## config.mk

```make
export PLATFORM = sky130hd
export DESIGN_NAME = serial_frame_rx
export DESIGN_NICKNAME = d
export VERILOG_FILES = /design/src/rtl/serial_frame_pkg.sv /design/src/rtl/serial_frame_rx_out_reg.sv /design/src/rtl/serial_frame_rx.sv
export SDC_FILE = /design/constraint.sdc
export NUM_CORES = 1
export LEC_CHECK = 0
export BUFFER_PORTS_ARGS = -buffer_cell sky130_fd_sc_hd__buf_2
export CAP_MARGIN = 20
export CORE_UTILIZATION = 58
export CTS_BUF_LIST = sky130_fd_sc_hd__clkbuf_4
export CTS_CLUSTER_DIAMETER = 200
export CTS_CLUSTER_SIZE = 14
export DETAILED_ROUTE_END_ITERATION = 12
export GPL_ROUTABILITY_DRIVEN = 0
export GPL_TIMING_DRIVEN = 0
export PLACE_DENSITY = 0.77
export SYNTH_ARGS = -nofsm -noshare
export SYNTH_HDL_FRONTEND = slang
export SYNTH_HIERARCHICAL = 1
export SYNTH_SLANG_ARGS = --single-unit
```

## constraint.sdc

```tcl
create_clock -name clk -period 2.1 [get_ports clk]
set_input_delay 0.315 -clock clk [delete_from_list [all_inputs] [get_ports clk]]
set_output_delay 0.315 -clock clk [all_outputs]
set_load 0.05 [all_outputs]
```

## src/rtl/serial_frame_pkg.sv

```systemverilog
// -----------------------------------------------------------------------------
// serial_frame_pkg
// Shared types and constants for the serial frame receiver.
//   rx_state_e : framing FSM state (IDLE, DATA, PARITY, STOP)
//   START_BIT  : line value that opens a frame
//   STOP_BIT   : line value that must close a frame
// -----------------------------------------------------------------------------
package serial_frame_pkg;

    typedef enum logic [1:0] {
        IDLE   = 2'd0,
        DATA   = 2'd1,
        PARITY = 2'd2,
        STOP   = 2'd3
    } rx_state_e;

    localparam logic START_BIT = 1'b1;
    localparam logic STOP_BIT  = 1'b0;

endpackage : serial_frame_pkg

```

## src/rtl/serial_frame_rx_out_reg.sv

```systemverilog
// -----------------------------------------------------------------------------
// frame_out_reg
// Single-entry valid/ready holding register for decoded words.
//   clk, rst_n   : clock, asynchronous active-low reset
//   push_i       : a good frame finished this cycle
//   push_data_i  : the decoded word of that frame
//   pop_i        : consumer ready (accepts when valid_o && pop_i)
//   data_o       : held word, stable while valid_o=1, kept after a pop
//   valid_o      : word available
//   overrun_o    : one-cycle pulse, a good frame was dropped because the
//                  register was full and not being popped
//
// Handshake: a word transfers on every rising edge where valid_o && pop_i.
// A push in the same cycle as a pop refills the register with no gap.
// -----------------------------------------------------------------------------
module frame_out_reg
    import serial_frame_pkg::*;
#(
    parameter int DATA_W = 8
) (
    input  logic              clk,
    input  logic              rst_n,
    input  logic              push_i,
    input  logic [DATA_W-1:0] push_data_i,
    input  logic              pop_i,
    output logic [DATA_W-1:0] data_o,
    output logic              valid_o,
    output logic              overrun_o
);

    logic [DATA_W-1:0] data_q, data_d;
    logic              valid_q, valid_d;
    logic              overrun_q, overrun_d;

    always_comb begin
        data_d    = data_q;
        valid_d   = valid_q;
        overrun_d = 1'b0;
        if (push_i) begin
            // Room exists if empty, or if the current word leaves this cycle.
            if (!valid_q || pop_i) begin
                data_d  = push_data_i;
                valid_d = 1'b1;
            end else begin
                overrun_d = 1'b1;
            end
        end else if (valid_q && pop_i) begin
            valid_d = 1'b0;
        end
    end

    always_ff @(posedge clk or negedge rst_n) begin
        if (!rst_n) begin
            data_q    <= '0;
            valid_q   <= 1'b0;
            overrun_q <= 1'b0;
        end else begin
            data_q    <= data_d;
            valid_q   <= valid_d;
            overrun_q <= overrun_d;
        end
    end

    assign data_o    = data_q;
    assign valid_o   = valid_q;
    assign overrun_o = overrun_q;

endmodule : frame_out_reg

```

## src/rtl/serial_frame_rx.sv

```systemverilog
// -----------------------------------------------------------------------------
// serial_frame_rx
// Decodes framed words from a strobed serial bit stream:
//   start(1), DATA_W data bits LSB first, optional even parity, stop(0).
// Ports:
//   clk, rst_n   : clock, asynchronous active-low reset
//   bit_in       : serial bit, consumed only when bit_valid=1
//   bit_valid    : per-bit strobe
//   out_data     : decoded word, stable while out_valid=1
//   out_valid    : word available
//   out_ready    : consumer accepts when out_valid && out_ready
//   parity_err   : one-cycle pulse, frame discarded for bad parity
//   frame_err    : one-cycle pulse, frame discarded for bad stop bit
//   overrun      : one-cycle pulse, good frame dropped (register full)
//   dbg_state_o  : current framing FSM state, for observation only
// All outputs are registered; pulses appear the cycle after the stop bit
// is sampled, together with out_valid.
// -----------------------------------------------------------------------------
module serial_frame_rx
    import serial_frame_pkg::*;
#(
    parameter int DATA_W    = 8,
    parameter int PARITY_EN = 1
) (
    input  logic              clk,
    input  logic              rst_n,
    input  logic              bit_in,
    input  logic              bit_valid,
    output logic [DATA_W-1:0] out_data,
    output logic              out_valid,
    input  logic              out_ready,
    output logic              parity_err,
    output logic              frame_err,
    output logic              overrun,
    output rx_state_e         dbg_state_o
);

    localparam int                CNT_W    = (DATA_W > 1) ? $clog2(DATA_W) : 1;
    localparam logic [CNT_W-1:0] LAST_IDX = CNT_W'(DATA_W - 1);

    rx_state_e         state_q, state_d;
    logic [CNT_W-1:0]  cnt_q, cnt_d;
    logic [DATA_W-1:0] shift_q, shift_d;
    logic              par_bad_q, par_bad_d;
    logic              parity_err_q, frame_err_q;

    // Per-frame verdicts, only ever asserted on the stop-bit cycle.
    logic frame_good, stop_bad, par_fail;

    // ---------------------------------------------------------------- state reg
    always_ff @(posedge clk or negedge rst_n) begin
        if (!rst_n) begin
            state_q <= IDLE;
        end else begin
            state_q <= state_d;
        end
    end

    // ---------------------------------------------------------- next state
    always_comb begin
        state_d = state_q;
        if (bit_valid) begin
            case (state_q)
                IDLE:    if (bit_in == START_BIT) state_d = DATA;
                DATA:    if (cnt_q == LAST_IDX) state_d = (PARITY_EN != 0) ? PARITY : STOP;
                PARITY:  state_d = STOP;
                // A bad stop bit returns to IDLE as well, so it is never
                // mistaken for the start of the next frame.
                STOP:    state_d = IDLE;
                default: state_d = IDLE;
            endcase
        end
    end

    // ------------------------------------------------------------- outputs
    // Stop-bit error wins over parity error, so each frame yields at most
    // one error pulse.
    always_comb begin
        frame_good = 1'b0;
        stop_bad   = 1'b0;
        par_fail   = 1'b0;
        if (bit_valid && state_q == STOP) begin
            if (bit_in != STOP_BIT) begin
                stop_bad = 1'b1;
            end else if (par_bad_q) begin
                par_fail = 1'b1;
            end else begin
                frame_good = 1'b1;
            end
        end
    end

    // ------------------------------------------------------------ datapath
    always_comb begin
        cnt_d     = cnt_q;
        shift_d   = shift_q;
        par_bad_d = par_bad_q;
        if (bit_valid) begin
            case (state_q)
                IDLE: begin
                    if (bit_in == START_BIT) begin
                        cnt_d     = '0;
                        par_bad_d = 1'b0;
                    end
                end
                DATA: begin
                    shift_d[cnt_q] = bit_in;
                    cnt_d          = cnt_q + 1'b1;
                end
                // Even parity: data bits XOR parity bit must be zero.
                PARITY:  par_bad_d = (^shift_q) ^ bit_in;
                default: ;
            endcase
        end
    end

    always_ff @(posedge clk or negedge rst_n) begin
        if (!rst_n) begin
            cnt_q        <= '0;
            shift_q      <= '0;
            par_bad_q    <= 1'b0;
            parity_err_q <= 1'b0;
            frame_err_q  <= 1'b0;
        end else begin
            cnt_q        <= cnt_d;
            shift_q      <= shift_d;
            par_bad_q    <= par_bad_d;
            parity_err_q <= par_fail;
            frame_err_q  <= stop_bad;
        end
    end

    // --------------------------------------------------- holding register
    frame_out_reg #(
        .DATA_W (DATA_W)
    ) u_out_reg (
        .clk         (clk),
        .rst_n       (rst_n),
        .push_i      (frame_good),
        .push_data_i (shift_q),
        .pop_i       (out_ready),
        .data_o      (out_data),
        .valid_o     (out_valid),
        .overrun_o   (overrun)
    );

    assign parity_err  = parity_err_q;
    assign frame_err   = frame_err_q;
    assign dbg_state_o = state_q;

endmodule : serial_frame_rx

```

-- Word-level counts from Yosys, hierarchy flattened
Cells that the tools add are included.
- flip-flop bits (word level): 26
- input bits: 5
- logic and storage cells: 59
- add/sub/neg operators: 1
- order comparisons: 2
- equality and inequality tests: 7
- multiplexer cells: 23
- bitwise logic cells: 1
- reduce and logical (&&, ||, !) cells: 16
- operators with widths (kind ; count):
    1-bit 2-to-1 mux ; 15
    3-bit AND reduction ; 3
    8-bit bitwise mux ; 1
    2-bit one-hot mux with 4 select lines ; 1
    8-bit parity ; 1
    3-bit one-hot mux with 2 select lines ; 1
    2-bit AND reduction ; 3
    2-bit nonzero test ; 3
    2-bit == test (second input constant) ; 2
    3-bit by 4-bit less-than comparator with 1-bit output (second input constant) ; 1
    2-bit 2-to-1 mux ; 2
    2-bit inequality test (second input constant) ; 2
    3-bit by 1-bit adder with 3-bit output (second input constant) ; 1
    1-bit demux with 3-bit select ; 1
    3-bit == test (second input constant) ; 1
    3-bit by 1-bit greater-or-equal comparator with 1-bit output (second input constant) ; 1
    1-bit logical AND ; 3
    3-bit 2-to-1 mux ; 1
    2-bit by 1-bit == test with 1-bit output (second input constant) ; 1
    2-bit zero test ; 1
    2-bit by 1-bit inequality test with 1-bit output (second input constant) ; 1
    1-bit one-hot mux with 2 select lines ; 1
    1-bit zero test ; 1
    1-bit logical OR ; 1
    1-bit bitwise XOR ; 1

-- Longest topological paths before layout
Gate-level depths: netlist (run 1).
- depth in word-level cells: 5
- depth in mapped cells: 5

-- Cells and area by module
The synthesis (run 1) kept the hierarchy.
- modules (own cells, without submodules) (module ; instances ; cells each ; area each (um^2) ; sequential area each (um^2)):
    serial_frame_rx ; 1 ; 70 ; 825.8 ; 400.4
    frame_out_reg ; 1 ; 23 ; 406.6 ; 250.2

-- Least setup slack after synthesis (run 1)
OpenSTA, ideal clock, no wires.
- path type: register -> register
- start: register state_q[1], in the netlist dbg_state_o[1]
- end: register u_out_reg.data_q[0], in the netlist u_out_reg/data_o[0]
- setup time: 0.125 ns
- data arrival time: 1.732 ns
- required time: 1.975 ns
- path slack: 0.243 ns
- stages on the path, launching flop included: 6
- path buffers: 0
- period minus slack after synthesis: 1.857 ns
- cell sequence: dfrtp_1 ha_1 nand2_1 nor3_1 nand2_4 mux2_4
- cells in the longest elaborated chain, start to end: 4
- ends and longest elaborated chain (what ; line ; RTL):
    start, declared ; serial_frame_rx.sv:41 ; rx_state_e state_q, state_d;
    start signal, assigned ; serial_frame_rx.sv:55 ; state_q <= state_d;
    2-bit == test ; serial_frame_rx.sv:82 ; if (bit_valid && state_q == STOP) begin
    1-bit logical AND ; serial_frame_rx.sv:82 ;
    1-bit 2-to-1 mux ; serial_frame_rx.sv:82 ;
    net frame_good ; serial_frame_rx.sv:48 ; logic frame_good, stop_bad, par_fail;
    2-bit AND reduction (no line) ; - ;
    end signal, assigned ; serial_frame_rx_out_reg.sv:58 ; data_q <= data_d;
    end, declared ; serial_frame_rx_out_reg.sv:31 ; logic [DATA_W-1:0] data_q, data_d;
The timed path passes the listed nets, and every way through them passes these cells.
A chain may end at the register's enable or synchronous reset.

-- Worst setup path in the final report (run 1)
- start: register state_q[1], in the netlist dbg_state_o[1]
- end: register shift_q[0]
- cells in the longest elaborated chain, start to end: 2
- ends and longest elaborated chain (what ; line ; RTL):
    2-bit by 1-bit == test with 1-bit output ; serial_frame_rx.sv:99 ; case (state_q)
    2-bit AND reduction (no line) ; - ;
    end signal, assigned ; serial_frame_rx.sv:126 ; shift_q <= shift_d;
    end, declared ; serial_frame_rx.sv:43 ; logic [DATA_W-1:0] shift_q, shift_d;
Every way passes these cells.

==> reports/results.md, run 1 <==
### Critical path
- crit path max fanout: 7
- timing endpoint of the critical path: shift_q[0]
- Critical R2R Capture: shift_q[0]
- required arrival time at the worst endpoint: 2300 ps
- Setup crit start kind: register
- path type of the worst setup path: reg -> reg
- Arrival @ worst endpoint: 1940 ps
- crit path from: dbg_state_o[1]
- CP Capture Type: register
- reg-to-reg slack, setup: 360 ps
- Worst R2R Start: dbg_state_o[1]
- Reg2Reg Depth: 5

### Clocking
- Resized Gates After CTS: 0
- post-CTS setup repair buffer count: 0
- Max Root-Sink Buffers: 2
- clock tree from TritonCTS: yes
- Clock Pin Slew Worst Setup and Hold Paths: 140 ps
- hold buffer count at cts: 1
- root buffer cell: sky130_fd_sc_hd__clkbuf_4
- clock latency of the later-clocked register in the worst-skew pair: 310 ps
- Num Clock Sinks: 26
- maximum level of the CTS H-tree: 1
- total clock buffers created by CTS: 3

### Yosys
- total number of yosys warnings: 6
- ranking of synthesized cells by area: sky130_fd_sc_hd__dfrtp_1 (53%), sky130_fd_sc_hd__mux2_4 (9.7%), sky130_fd_sc_hd__ha_1 (6.1%), sky130_fd_sc_hd__xnor2_1 (4.3%), sky130_fd_sc_hd__o31ai_1 (3.7%)
- largest area contributor in the synthesized netlist: sky130_fd_sc_hd__dfrtp_1
- Post-synth EDFFs: 0
- post-synthesis net count: 104
- adder-cell area share of the yosys netlist: 0.0609
- number of synthesized register bits: 26
- most frequent cell after synthesis: sky130_fd_sc_hd__dfrtp_1
- Most used DFF post-synth: sky130_fd_sc_hd__dfrtp_1
- proportion of synthesized chip area in sequential cells: 0.528
- xor/xnor share of the synthesized area: 0.0609
- top cells by count, synth: sky130_fd_sc_hd__dfrtp_1 (26), sky130_fd_sc_hd__mux2_4 (8), sky130_fd_sc_hd__o21ai_0 (8)
- fraction of synthesized cell area taken by the top area cell type: 0.528
- Distinct cells, synth: 24
- dominant combinational cell family by area after synthesis: multiplexers
- Cells after Synth: 93
- Avg Synthesized Cell Area: 13.3 µm²
- post-synthesis instance area: 1230 µm²
- share of synthesized flip-flops with an asynchronous set or reset: 1.00
- area fraction in and, or, nand and nor cells after synthesis: 0.0832
- share of the synthesized area in compound gates (AO/OA/AOI/OAI): 0.119
- multiplexer area fraction after synthesis: 0.133

### Global routing
- via count of the first global-routing pass: 704
- global-route usage over all layers: 0.199
- first-pass GRT wire length: 3.05 mm
- pin count of the biggest net entering global routing: 27
- number of antenna violations at the first check in global routing: 0
- total gr overflow: 0

### STA
- Hold Violations, Final: 0
- final setup TNS: 0 ps
- worst slew pin tran: 565 ps
- max_slew headroom: 0.623
- setup repair after global routing missed its margin: false
- Period minus WS final: 1740 ps
- top achievable clock speed: 573 MHz
- Final setup violation count: 0
- Max Slew Vio Count: 0
- share of the clock period used by the worst path: 0.831
- Layout Skew: 13.2 ps

### Routing
- wire length reported by the detailed router: 1.91 mm
- violation count after the first detailed-route iteration: 23
- Detailed Routing Iterations Pass 1: 4
- routed wirelength normalized by instance count: 13.5 µm
- total number of vias: 777
- vias per std cell: 5.47
- post-route ant nets: 0
- DR DRC count: 0

### Pwr
- Max VDD drop: 882 µV
- Power Dens Cells: 1530 nW/µm²
- static leakage: 0.715 nW
- total power after layout: 2.13 mW

### Layout
- post-layout instance area: 1390 µm²
- area added between synthesis and finish: 12.7%
- total of fill cells in the finished design: 159
- fraction of final layout cells with drive strength greater than 1: 0.313
- nets@finish: 128
- antenna cell count: 0

### Flow run
- max-cap violations: 0

### Floorplanning
- die outline height: 48.1 µm
- initial standard-cell utilization of the core: 0.622
- Total Die Area: 2310 µm²
- site row count: 16
- core box area: 1980 µm²
- I/O pin count: 19
- die width: 48.1 µm

### Status
- run status: completed

### Worst hold path
- Tightest Hold Check Type: in -> reg
- worst hold start: bit_in

### Placement
- Cell Area, Placed: 1360 µm²
- I/O Buffers: 18
- placed wire-length estimate: 1.46 mm

-- per-layer routing --
| metal | up-vias | GRT usage | part of all wire |
|---|---|---|---|
| met1 | 383 | 0.242 | 0.44 |
| li1 | 381 | - | - |
| met3 | 2 | 0.0222 | 0.024 |
| met2 | 11 | 0.349 | 0.52 |
| met5 | - | 0 | 0 |
| met4 | 0 | 0.100 | 0.0063 |
-- worst min-delay path by stage --
stage	end	slack, ps	depth (start not counted)
global route	parity_err	220	2
global placement	u_out_reg/overrun_o	330	1
finish	parity_err	220	2
floorplan	cnt_q[0]	20	0
CTS	parity_err	220	2
detailed placement	u_out_reg/data_o[3]	340	1
-- sequential cells by signal, indices dropped and copies added, names as in the netlist --
signal and count:
u_out_reg/data_o 8, u_out_reg/valid_o 1, cnt_q 3, shift_q 8, frame_err 1, u_out_reg/overrun_o 1, par_bad_q 1, parity_err 1
dbg_state_o 2
-- power breakdown --
group | internal (mW) | switching [mW] | total (mW)
Combinational | 0.467 | 0.627 | 1.09
Clock | 0.0670 | 0.134 | 0.201
Sequential | 0.678 | 0.154 | 0.832
Total | 1.21 | 0.915 | 2.13
-- layout by cell type (no fill, tap or decap), types with 4 or more instances in the layout --
master / synthesis / final
sky130_fd_sc_hd__dfrtp_1: 26 / 26
sky130_fd_sc_hd__buf_2: 0 / 18
sky130_fd_sc_hd__o21ai_0: 8 / 8
sky130_fd_sc_hd__mux2_4: 8 / 8
sky130_fd_sc_hd__o31ai_1: 6 / 6
sky130_fd_sc_hd__xnor2_1: 6 / 6
sky130_fd_sc_hd__ha_1: 6 / 6
sky130_fd_sc_hd__inv_1: 4 / 4
-- area by class of cell --
cell class,instances,area (µm²),share of cell area
well taps,27,33.8,0.0243
flip-flops and latches,26,651,0.468
multi-input cells,62,563,0.405
inverters,5,18.8,0.0135
clock buffers,3,22.5,0.0162
repair buffers,19,100,0.0721
-- critical path: stages, from the launching register on --
cell and delay (ps):
sky130_fd_sc_hd__dfrtp_1 450, sky130_fd_sc_hd__inv_1 90, sky130_fd_sc_hd__ha_1 240, sky130_fd_sc_hd__nand3b_1 260, sky130_fd_sc_hd__nor3_1 230, sky130_fd_sc_hd__mux2_2 360
-- logic make-up after synthesis --
family,after synthesis
flip-flops,26
AND/OR/NAND/NOR,17
XOR/XNOR,7
adder cells (fa/ha/maj),6
multiplexers,12
AO/OA/AOI/OAI,20
buffers and inverters,5
-- stage by stage --
stage               hold slack (ps)   util  setup WS [ps]  instances
floorplan                      19.4      -            243         93
global placement                333  0.684            437        138
detailed placement              340  0.684            388        138
CTS                             223  0.701            359        142
global route                    224  0.701            209        142
finish                          222  0.701            356        142
(Power assumes the default switching activity.)
==> run 2: changes to the inputs <==
--- a/config.mk
+++ b/config.mk
@@ -5,16 +5,18 @@
 export SDC_FILE = /design/constraint.sdc
 export NUM_CORES = 1
 export LEC_CHECK = 0
+export ABC_AREA = 1
 export BUFFER_PORTS_ARGS = -buffer_cell sky130_fd_sc_hd__buf_2
 export CAP_MARGIN = 20
-export CORE_UTILIZATION = 58
+export CORE_ASPECT_RATIO = 0.6
+export CORE_UTILIZATION = 53
 export CTS_BUF_LIST = sky130_fd_sc_hd__clkbuf_4
 export CTS_CLUSTER_DIAMETER = 200
 export CTS_CLUSTER_SIZE = 14
 export DETAILED_ROUTE_END_ITERATION = 12
 export GPL_ROUTABILITY_DRIVEN = 0
 export GPL_TIMING_DRIVEN = 0
-export PLACE_DENSITY = 0.77
+export PLACE_DENSITY = 0.73
 export SYNTH_ARGS = -nofsm -noshare
 export SYNTH_HDL_FRONTEND = slang
 export SYNTH_HIERARCHICAL = 1
==> constraint.sdc (replaced) <==
create_clock -name clk -period 1.6 [get_ports clk]
set_input_delay 0.24 -clock clk [delete_from_list [all_inputs] [get_ports clk]]
set_output_delay 0.24 -clock clk [all_outputs]
set_load 0.05 [all_outputs]
==> run 2 against run 1 <==
Against the previous run:
- worst hold slack gained 1.1 ps
- wire length is 44% higher
- fmax grew 14%
- largest cell class unchanged
==> reports/results.md, run 2 <==
### Status
- run status: completed

### Floorplanning
- die outline height: 41.7 µm, -13%
- Total Die Area: 2840 µm², +23%
- core box area: 2330 µm², +17%
- die width: 68.2 µm, +42%
- I/O pin count: 19, unchanged
- initial standard-cell utilization of the core: 0.599, -0.0231
- site row count: 13, -3

### STA
- setup repair after global routing missed its margin: true
- Hold Violations, Final: 0, unchanged
- Max Slew Vio Count: 0, unchanged
- share of the clock period used by the worst path: 0.957, +0.127
- Layout Skew: 3.83 ps, -9.37 ps
- setup ws final: 68.4 ps, -287 ps
- worst slew pin tran: 554 ps, -10.9 ps
- Final setup violation count: 0, unchanged
- Period minus WS final: 1530 ps, -213 ps
- max_slew headroom: 0.630, +0.00728
- top achievable clock speed: 653 MHz, +14%

### Layout
- commonest cells after routing, fill and taps aside: sky130_fd_sc_hd__nand2_1 (46), sky130_fd_sc_hd__dfrtp_1 (23), sky130_fd_sc_hd__inv_1 (20)
- post-layout instance area: 1600 µm², +15%
- nets@finish: 198, +55%
- antenna cell count: 0, unchanged
- area added between synthesis and finish: 14.6%
- most common cell after layout, fill and taps aside: sky130_fd_sc_hd__nand2_1
- post-layout utilization of the core: 0.686, -0.0144
- fraction of final layout cells with drive strength greater than 1: 0.280, -0.0335

### Global routing
- via count of the first global-routing pass: 994, +41%
- first-pass GRT wire length: 4.67 mm, +53%
- pin count of the biggest net entering global routing: 27, unchanged
- global-route usage over all layers: 0.230, +0.0316
- number of antenna violations at the first check in global routing: 0, unchanged
- total gr overflow: 0, unchanged

### Critical path
- crit path max fanout: 4, -3
- Setup crit start kind: register
- Arrival @ worst endpoint: 1780 ps, -160 ps
- required arrival time at the worst endpoint: 1850 ps, -450 ps
- path type of the worst setup path: reg -> reg
- CP Capture Type: register

### Clocking
- total clock buffers created by CTS: 3, unchanged
- Clock Pin Slew Worst Setup and Hold Paths: 130 ps, about the same
- Num Clock Sinks: 26, unchanged
- Max Root-Sink Buffers: 2, unchanged
- maximum level of the CTS H-tree: 1, unchanged
- root buffer cell: sky130_fd_sc_hd__clkbuf_4
- clock latency of the later-clocked register in the worst-skew pair: 320 ps, about the same
- clock tree from TritonCTS: yes

### Routing
- total number of vias: 1120, +44%
- Detailed Routing Iterations Pass 1: 4, unchanged
- post-route ant nets: 0, unchanged
- routed wirelength normalized by instance count: 12.8 µm, -5.0%
- vias per std cell: 5.19, -5.2%
- violation count after the first detailed-route iteration: 46, +100%
- DR DRC count: 0, unchanged
- wire length reported by the detailed router: 2.76 mm, +44%

### Pwr
- sequential share of power: 0.397, +0.006
- total power after layout: 2.93 mW, +38%
- Psw: 1.49 mW, +63%
- static leakage: 0.844 nW, +18%
- Power Dens Cells: 1840 nW/µm², +20%
- share of power burned in combinational logic: 0.509, -0.005
- switching power share of the total: 0.510, +0.0795
- Max VDD drop: 827 µV, -6.3%
- P_int: 1.44 mW, +19%
- clock network fraction of design power: 0.094, about the same

### Yosys
- Most used DFF post-synth: sky130_fd_sc_hd__dfrtp_1
- Avg Synthesized Cell Area: 8.70 µm², -34%
- Distinct cells, synth: 20, -17%
- fraction of synthesized cell area taken by the top area cell type: 0.467, -0.0607
- number of synthesized register bits: 26, unchanged
- share of synthesized flip-flops with an asynchronous set or reset: 1.00, unchanged
- total number of yosys warnings: 6, unchanged
- ranking of synthesized cells by area: sky130_fd_sc_hd__dfrtp_1 (47%), sky130_fd_sc_hd__nand2_1 (12%), sky130_fd_sc_hd__nand3_2 (5.8%), sky130_fd_sc_hd__ha_1 (5.4%), sky130_fd_sc_hd__inv_1 (5.4%)
- most frequent cell after synthesis: sky130_fd_sc_hd__nand2_1
- largest area contributor in the synthesized netlist: sky130_fd_sc_hd__dfrtp_1
- top cells by count, synth: sky130_fd_sc_hd__nand2_1 (46), sky130_fd_sc_hd__dfrtp_1 (26), sky130_fd_sc_hd__inv_1 (20)
- proportion of synthesized chip area in sequential cells: 0.467, -0.0607
- Post-synth EDFFs: 0, unchanged
- post-synthesis net count: 171, +64%
- post-synthesis instance area: 1390 µm², +13%
- Cells after Synth: 160, +72%

### Placement
- worst slack, placed: -11.1 ps, -399 ps
- Cell Area, Placed: 1520 µm², +12%
- I/O Buffers: 18, unchanged
- placed wire-length estimate: 2.11 mm, +44%

### Flow run
- max-cap violations: 0, unchanged

### Worst hold path
- Tightest Hold Check Type: in -> reg

run 2: power by group through the flow:
stage / Combinational (mW) / Sequential, mW / Clock (mW)
after global routing: 1.67 / 1.21 / 0.326
after floorplan: 0.748 / 1.52 / 0
after CTS: 1.46 / 1.15 / 0.288
after global placement: 1.40 / 1.15 / 0
after detailed placement: 1.45 / 1.16 / 0
final: 1.49 / 1.16 / 0.275
run 2: cells by family after synthesis:
group	count (synthesis)	share of synthesized area
XOR/XNOR	1	0.00629
AO/OA/AOI/OAI	21	0.0818
AND/OR/NAND/NOR	81	0.306
adder cells (fa/ha/maj)	6	0.0539
buffers and inverters	25	0.0845
flip-flops	26	0.467
run 2: routing by layer:
metal | GRT usage | vias up | part of all wire
met2 | 0.345 | 26 | 0.45
met5 | 0 | - | 0
li1 | - | 568 | -
met1 | 0.314 | 520 | 0.49
met3 | 0.0659 | 6 | 0.049
met4 | 0.0833 | 0 | 0.013
run 2: metrics by stage:
stage          instances  hold slack [ps]  setup TNS [ps]
6_report             216              223               0
4_1_cts              213              211               0
3_3_place_gp         208              267               0
5_1_grt              216              210            -209
3_5_place_dp         208              273           -11.1
2_1_floorplan        160            -55.6               0
run 2: worst max-delay path, stage by stage, from the launching register on:
cell and delay, ps:
sky130_fd_sc_hd__dfrtp_2 450, sky130_fd_sc_hd__inv_1 100, sky130_fd_sc_hd__ha_2 230, sky130_fd_sc_hd__inv_2 80, sky130_fd_sc_hd__nor3_4 210, sky130_fd_sc_hd__buf_4 160
sky130_fd_sc_hd__a21oi_1 60, sky130_fd_sc_hd__a31oi_1 170
run 2: cell type report:
type                    instances  area, µm²
clock inverters                 1       3.75
plain buffers                   2       31.3
flip-flops and latches         26        654
fillers                       186        729
repair buffers                 22        123
multi-input cells             109        638
clock buffers                   3       22.5
well taps                      30       37.5
inverters                      23       86.3
run 2: what timing repair did:
| action | CTS | global route |
|---|---|---|
| buffers inserted | 0 | 3 |
| endpoints found under the setup margin | 4 | 6 |
| pin swaps | 2 | 1 |
| hold buffers | 1 | 0 |
| hold endpoints to repair | 26 | 0 |
| resized for setup | 0 | 4 |
| gates cloned | 0 | 0 |
run 2: path summary, 6_finish.rpt:
| kind | start | endpoint | slack, ps | cells after the start |
|---|---|---|---|---|
| worst max register to register | dbg_state_o[1] | shift_q[0] | 70 | 7 |
| max in group asynchronous | rst_n | cnt_q[1] | 790 | 2 |
| worst min-delay path | bit_valid | parity_err | 220 | 3 |
| min in group asynchronous | rst_n | parity_err | 420 | 2 |
| worst min register to register | u_out_reg/data_o[2] | u_out_reg/data_o[2] | 490 | 2 |
| worst max-delay path | dbg_state_o[1] | shift_q[0] | 70 | 7 |
==> run 3: changes to the inputs <==
--- a/config.mk
+++ b/config.mk
@@ -9,7 +9,7 @@
 export BUFFER_PORTS_ARGS = -buffer_cell sky130_fd_sc_hd__buf_2
 export CAP_MARGIN = 20
 export CORE_ASPECT_RATIO = 0.6
-export CORE_UTILIZATION = 53
+export CORE_UTILIZATION = 52
 export CTS_BUF_LIST = sky130_fd_sc_hd__clkbuf_4
 export CTS_CLUSTER_DIAMETER = 200
 export CTS_CLUSTER_SIZE = 14
@@ -19,5 +19,4 @@
 export PLACE_DENSITY = 0.73
 export SYNTH_ARGS = -nofsm -noshare
 export SYNTH_HDL_FRONTEND = slang
-export SYNTH_HIERARCHICAL = 1
 export SYNTH_SLANG_ARGS = --single-unit
==> run 3 against run 2 <==
Against the previous run:
- global-route usage is 0.082 points lower
- synthesized cell count is 8.8% lower
- area after synthesis is 7.5% lower
- critical path type unchanged
==> reports/results.md, run 3 <==
### Clocking
- root buffer cell: sky130_fd_sc_hd__clkbuf_4
- Num Clock Sinks: 26, unchanged
- clock tree from TritonCTS: yes
- Max Root-Sink Buffers: 2, unchanged
- Clock Pin Slew Worst Setup and Hold Paths: 150 ps, +20 ps
- post-CTS setup repair buffer count: 0, unchanged
- total clock buffers created by CTS: 3, unchanged
- clock latency of the later-clocked register in the worst-skew pair: 340 ps, +20 ps
- maximum level of the CTS H-tree: 1, unchanged

### Placement
- Cell Area, Placed: 1420 µm², -6.9%
- worst slack, placed: 127 ps, +138 ps
- placed instance count: 194, -6.7%
- I/O Buffers: 18, unchanged
- placed wire-length estimate: 1.93 mm, -8.3%

### Global routing
- pin count of the biggest net entering global routing: 27, unchanged
- number of antenna violations at the first check in global routing: 0, unchanged
- global-route usage over all layers: 0.229, -0.000817
- first-pass GRT wire length: 4.18 mm, -10%
- total gr overflow: 0, unchanged
- via count of the first global-routing pass: 935, -5.9%

### Layout
- area added between synthesis and finish: 15.8%
- commonest cells after routing, fill and taps aside: sky130_fd_sc_hd__nand2_1 (37), sky130_fd_sc_hd__dfrtp_1 (24), sky130_fd_sc_hd__inv_1 (19)
- most common cell after layout, fill and taps aside: sky130_fd_sc_hd__nand2_1
- antenna cell count: 0, unchanged
- nets@finish: 182, -8.1%
- fraction of final layout cells with drive strength greater than 1: 0.247, -0.0325
- post-layout utilization of the core: 0.664, -0.0220
- post-layout instance area: 1490 µm², -6.6%
- total of fill cells in the finished design: 180, -3.2%
- Post-Layout Cell Count: 200, -7.4%

### Critical path
- crit path max fanout: 8, +4
- Worst R2R Start: dbg_state_o[1]
- chain of cells forming the critical path: inv_1 > ha_1 > nand2_2 > nor2_4 > a21oi_1 > a31oi_1
- number of buffers and inverters on the critical path: 1, -2
- reg-to-reg slack, setup: 130 ps, +60 ps
- path type of the worst setup path: reg -> reg
- largest incremental delay on the critical path: 460 ps, about the same
- Arrival @ worst endpoint: 1740 ps, -40 ps
- Critical R2R Capture: shift_q[7]
- Largest delay share family, worst path: flip-flops
- CP Capture Type: register
- Setup crit start kind: register
- Reg2Reg Depth: 6, -1
- required arrival time at the worst endpoint: 1860 ps, about the same
- Critical-path top delay cell: sky130_fd_sc_hd__dfrtp_2

### Routing
- post-route ant nets: 0, unchanged
- vias per std cell: 5.21, +0.48%
- total number of vias: 1042, -7.0%
- Detailed Routing Iterations Pass 1: 4, unchanged
- DR DRC count: 0, unchanged
- violation count after the first detailed-route iteration: 78, +70%
- routed wirelength normalized by instance count: 13.4 µm, +4.8%
- wire length reported by the detailed router: 2.68 mm, -2.9%

### STA
- setup ws final: 125 ps, +56.7 ps
- Max Slew Vio Count: 0, unchanged
- Period minus WS final: 1470 ps, -56.7 ps
- Hold Violations, Final: 0, unchanged
- final setup TNS: 0 ps, unchanged
- max_slew headroom: 0.611, -0.0200
- share of the clock period used by the worst path: 0.922, -0.0354
- worst slew pin tran: 584 ps, +29.9 ps
- setup repair after global routing missed its margin: false
- Final setup violation count: 0, unchanged
- tightest hold margin: 93.3 ps, -130 ps
- Layout Skew: 15.0 ps, +11.1 ps
- top achievable clock speed: 678 MHz, +3.8%

### Floorplanning
- initial standard-cell utilization of the core: 0.574, -0.0251
- site row count: 13, unchanged
- I/O pin count: 19, unchanged
- die outline height: 40.5 µm, -2.8%
- Total Die Area: 2690 µm², -5.5%
- core box area: 2240 µm², -3.5%
- die width: 66.2 µm, -2.8%

### Pwr
- static leakage: 0.782 nW, -7.3%
- Max VDD drop: 1170 µV, +41%
- total power after layout: 3.01 mW, +2.8%
- Power Dens Cells: 2020 nW/µm², +10%

### Yosys
- share of the synthesized area in compound gates (AO/OA/AOI/OAI): 0.145, +0.0630
- most frequent cell after synthesis: sky130_fd_sc_hd__nand2_1
- adder-cell area share of the yosys netlist: 0.0583, +0.00440
- share of synthesized flip-flops with an asynchronous set or reset: 1.00, unchanged
- Post-synth EDFFs: 0, unchanged
- post-synthesis net count: 157, -8.2%
- fraction of synthesized cell area taken by the top area cell type: 0.505, +0.0381
- xor/xnor share of the synthesized area: 0.00680, +0.000513
- multiplexer area fraction after synthesis: 0.0175, +0.0175
- Most used DFF post-synth: sky130_fd_sc_hd__dfrtp_1
- dominant combinational cell family by area after synthesis: simple AND/OR/NAND/NOR gates
- post-synthesis instance area: 1290 µm², -7.5%
- area fraction in and, or, nand and nor cells after synthesis: 0.203, -0.103
- total number of yosys warnings: 0, -6
- Avg Synthesized Cell Area: 8.82 µm², +1.3%
- Cells after Synth: 146, -8.8%
- ranking of synthesized cells by area: sky130_fd_sc_hd__dfrtp_1 (51%), sky130_fd_sc_hd__nand2_1 (11%), sky130_fd_sc_hd__ha_1 (5.8%), sky130_fd_sc_hd__inv_1 (5.5%), sky130_fd_sc_hd__o21ai_2 (4.1%)
- largest area contributor in the synthesized netlist: sky130_fd_sc_hd__dfrtp_1
- top cells by count, synth: sky130_fd_sc_hd__nand2_1 (39), sky130_fd_sc_hd__dfrtp_1 (26), sky130_fd_sc_hd__inv_1 (19)
- number of synthesized register bits: 26, unchanged
- proportion of synthesized chip area in sequential cells: 0.505, +0.0381
- Distinct cells, synth: 19, -5.0%

### Worst hold path
- number of cells on the worst hold path: 2, -1
- worst hold start: bit_in
- Tightest Hold Check Type: in -> reg
- worst-case hold path end point: u_out_reg.overrun_o

### Flow run
- max-cap violations: 0, unchanged

### Status
- run status: completed

==> run 3: cell count changes after synthesis, moves of 3 or more <==
| cell | change |
|---|---|
| sky130_fd_sc_hd__a31oi_1 | +4 |
| sky130_fd_sc_hd__nand2_1 | -7 |
| sky130_fd_sc_hd__o21ai_2 | +5 |
| sky130_fd_sc_hd__a21oi_1 | +3 |
| sky130_fd_sc_hd__nand3_2 | -8 |
| sky130_fd_sc_hd__inv_2 | -3 |
| sky130_fd_sc_hd__o21ai_0 | -4 |
| sky130_fd_sc_hd__nand3_1 | -3 |
==> run 3: layer usage <==
| metal | up-vias | track usage | share of wire |
|---|---|---|---|
| met5 | - | 0 | 0 |
| met4 | 0 | 0.128 | 0.023 |
| met3 | 7 | 0.0625 | 0.047 |
| met2 | 29 | 0.390 | 0.46 |
| met1 | 483 | 0.275 | 0.47 |
| li1 | 523 | - | - |
==> run 3: what timing repair did <==
action | in CTS | in global routing
endpoints found under the setup margin | 0 | 4
hold buffers | 1 | 0
endpoints found under the hold margin | 26 | 0
resized for setup | 0 | 2
==> run 3: kinds of logic after synthesis <==
family                   Yosys count
adder cells (fa/ha/maj)            6
AO/OA/AOI/OAI                     30
flip-flops                        26
multiplexers                       2
XOR/XNOR                           1
buffers and inverters             21
AND/OR/NAND/NOR                   60
==> run 3: how the worst max path moves through the flow <==
stage / start / to / slack (ps) / depth (start not counted)
6_report: dbg_state_o[1] / shift_q[7] / 130 / 6
5_1_grt: dbg_state_o[1] / shift_q[7] / 7 / 6
4_1_cts: dbg_state_o[1] / shift_q[0] / 110 / 6
3_5_place_dp: dbg_state_o[1] / shift_q[0] / 130 / 6
3_3_place_gp: dbg_state_o[1] / shift_q[2] / 180 / 6
2_1_floorplan: dbg_state_o[1] / shift_q[6] / 140 / 6
==> run 3: area by class of cell <==
class                           count  area, µm²  area share
Buffer                              2       11.3     0.00755
Clock buffer                        3       22.5      0.0151
Clock inverter                      1       30.0      0.0201
Inverter                           19       71.3      0.0478
Multi-Input combinational cell    100        566       0.379
Sequential cell                    26        653       0.438
Tap cell                           30       37.5      0.0252
Timing Repair Buffer               19        100      0.0671
==> run 3: where the power goes <==
group	total [mW]	internal [mW]	switching [mW]	leakage, nW
clock	0.463	0.254	0.209	0.0279
combinational	1.44	0.426	1.02	0.416
sequential	1.10	0.887	0.217	0.338
total	3.01	1.57	1.45	0.782
==> run 3: worst reg2reg max path, stage by stage (launching register included) <==
cell                      delay, ps
sky130_fd_sc_hd__dfrtp_2        460
sky130_fd_sc_hd__inv_1          100
sky130_fd_sc_hd__ha_1           260
sky130_fd_sc_hd__nand2_2        150
sky130_fd_sc_hd__nor2_4         200
sky130_fd_sc_hd__a21oi_1         90
sky130_fd_sc_hd__a31oi_1        140
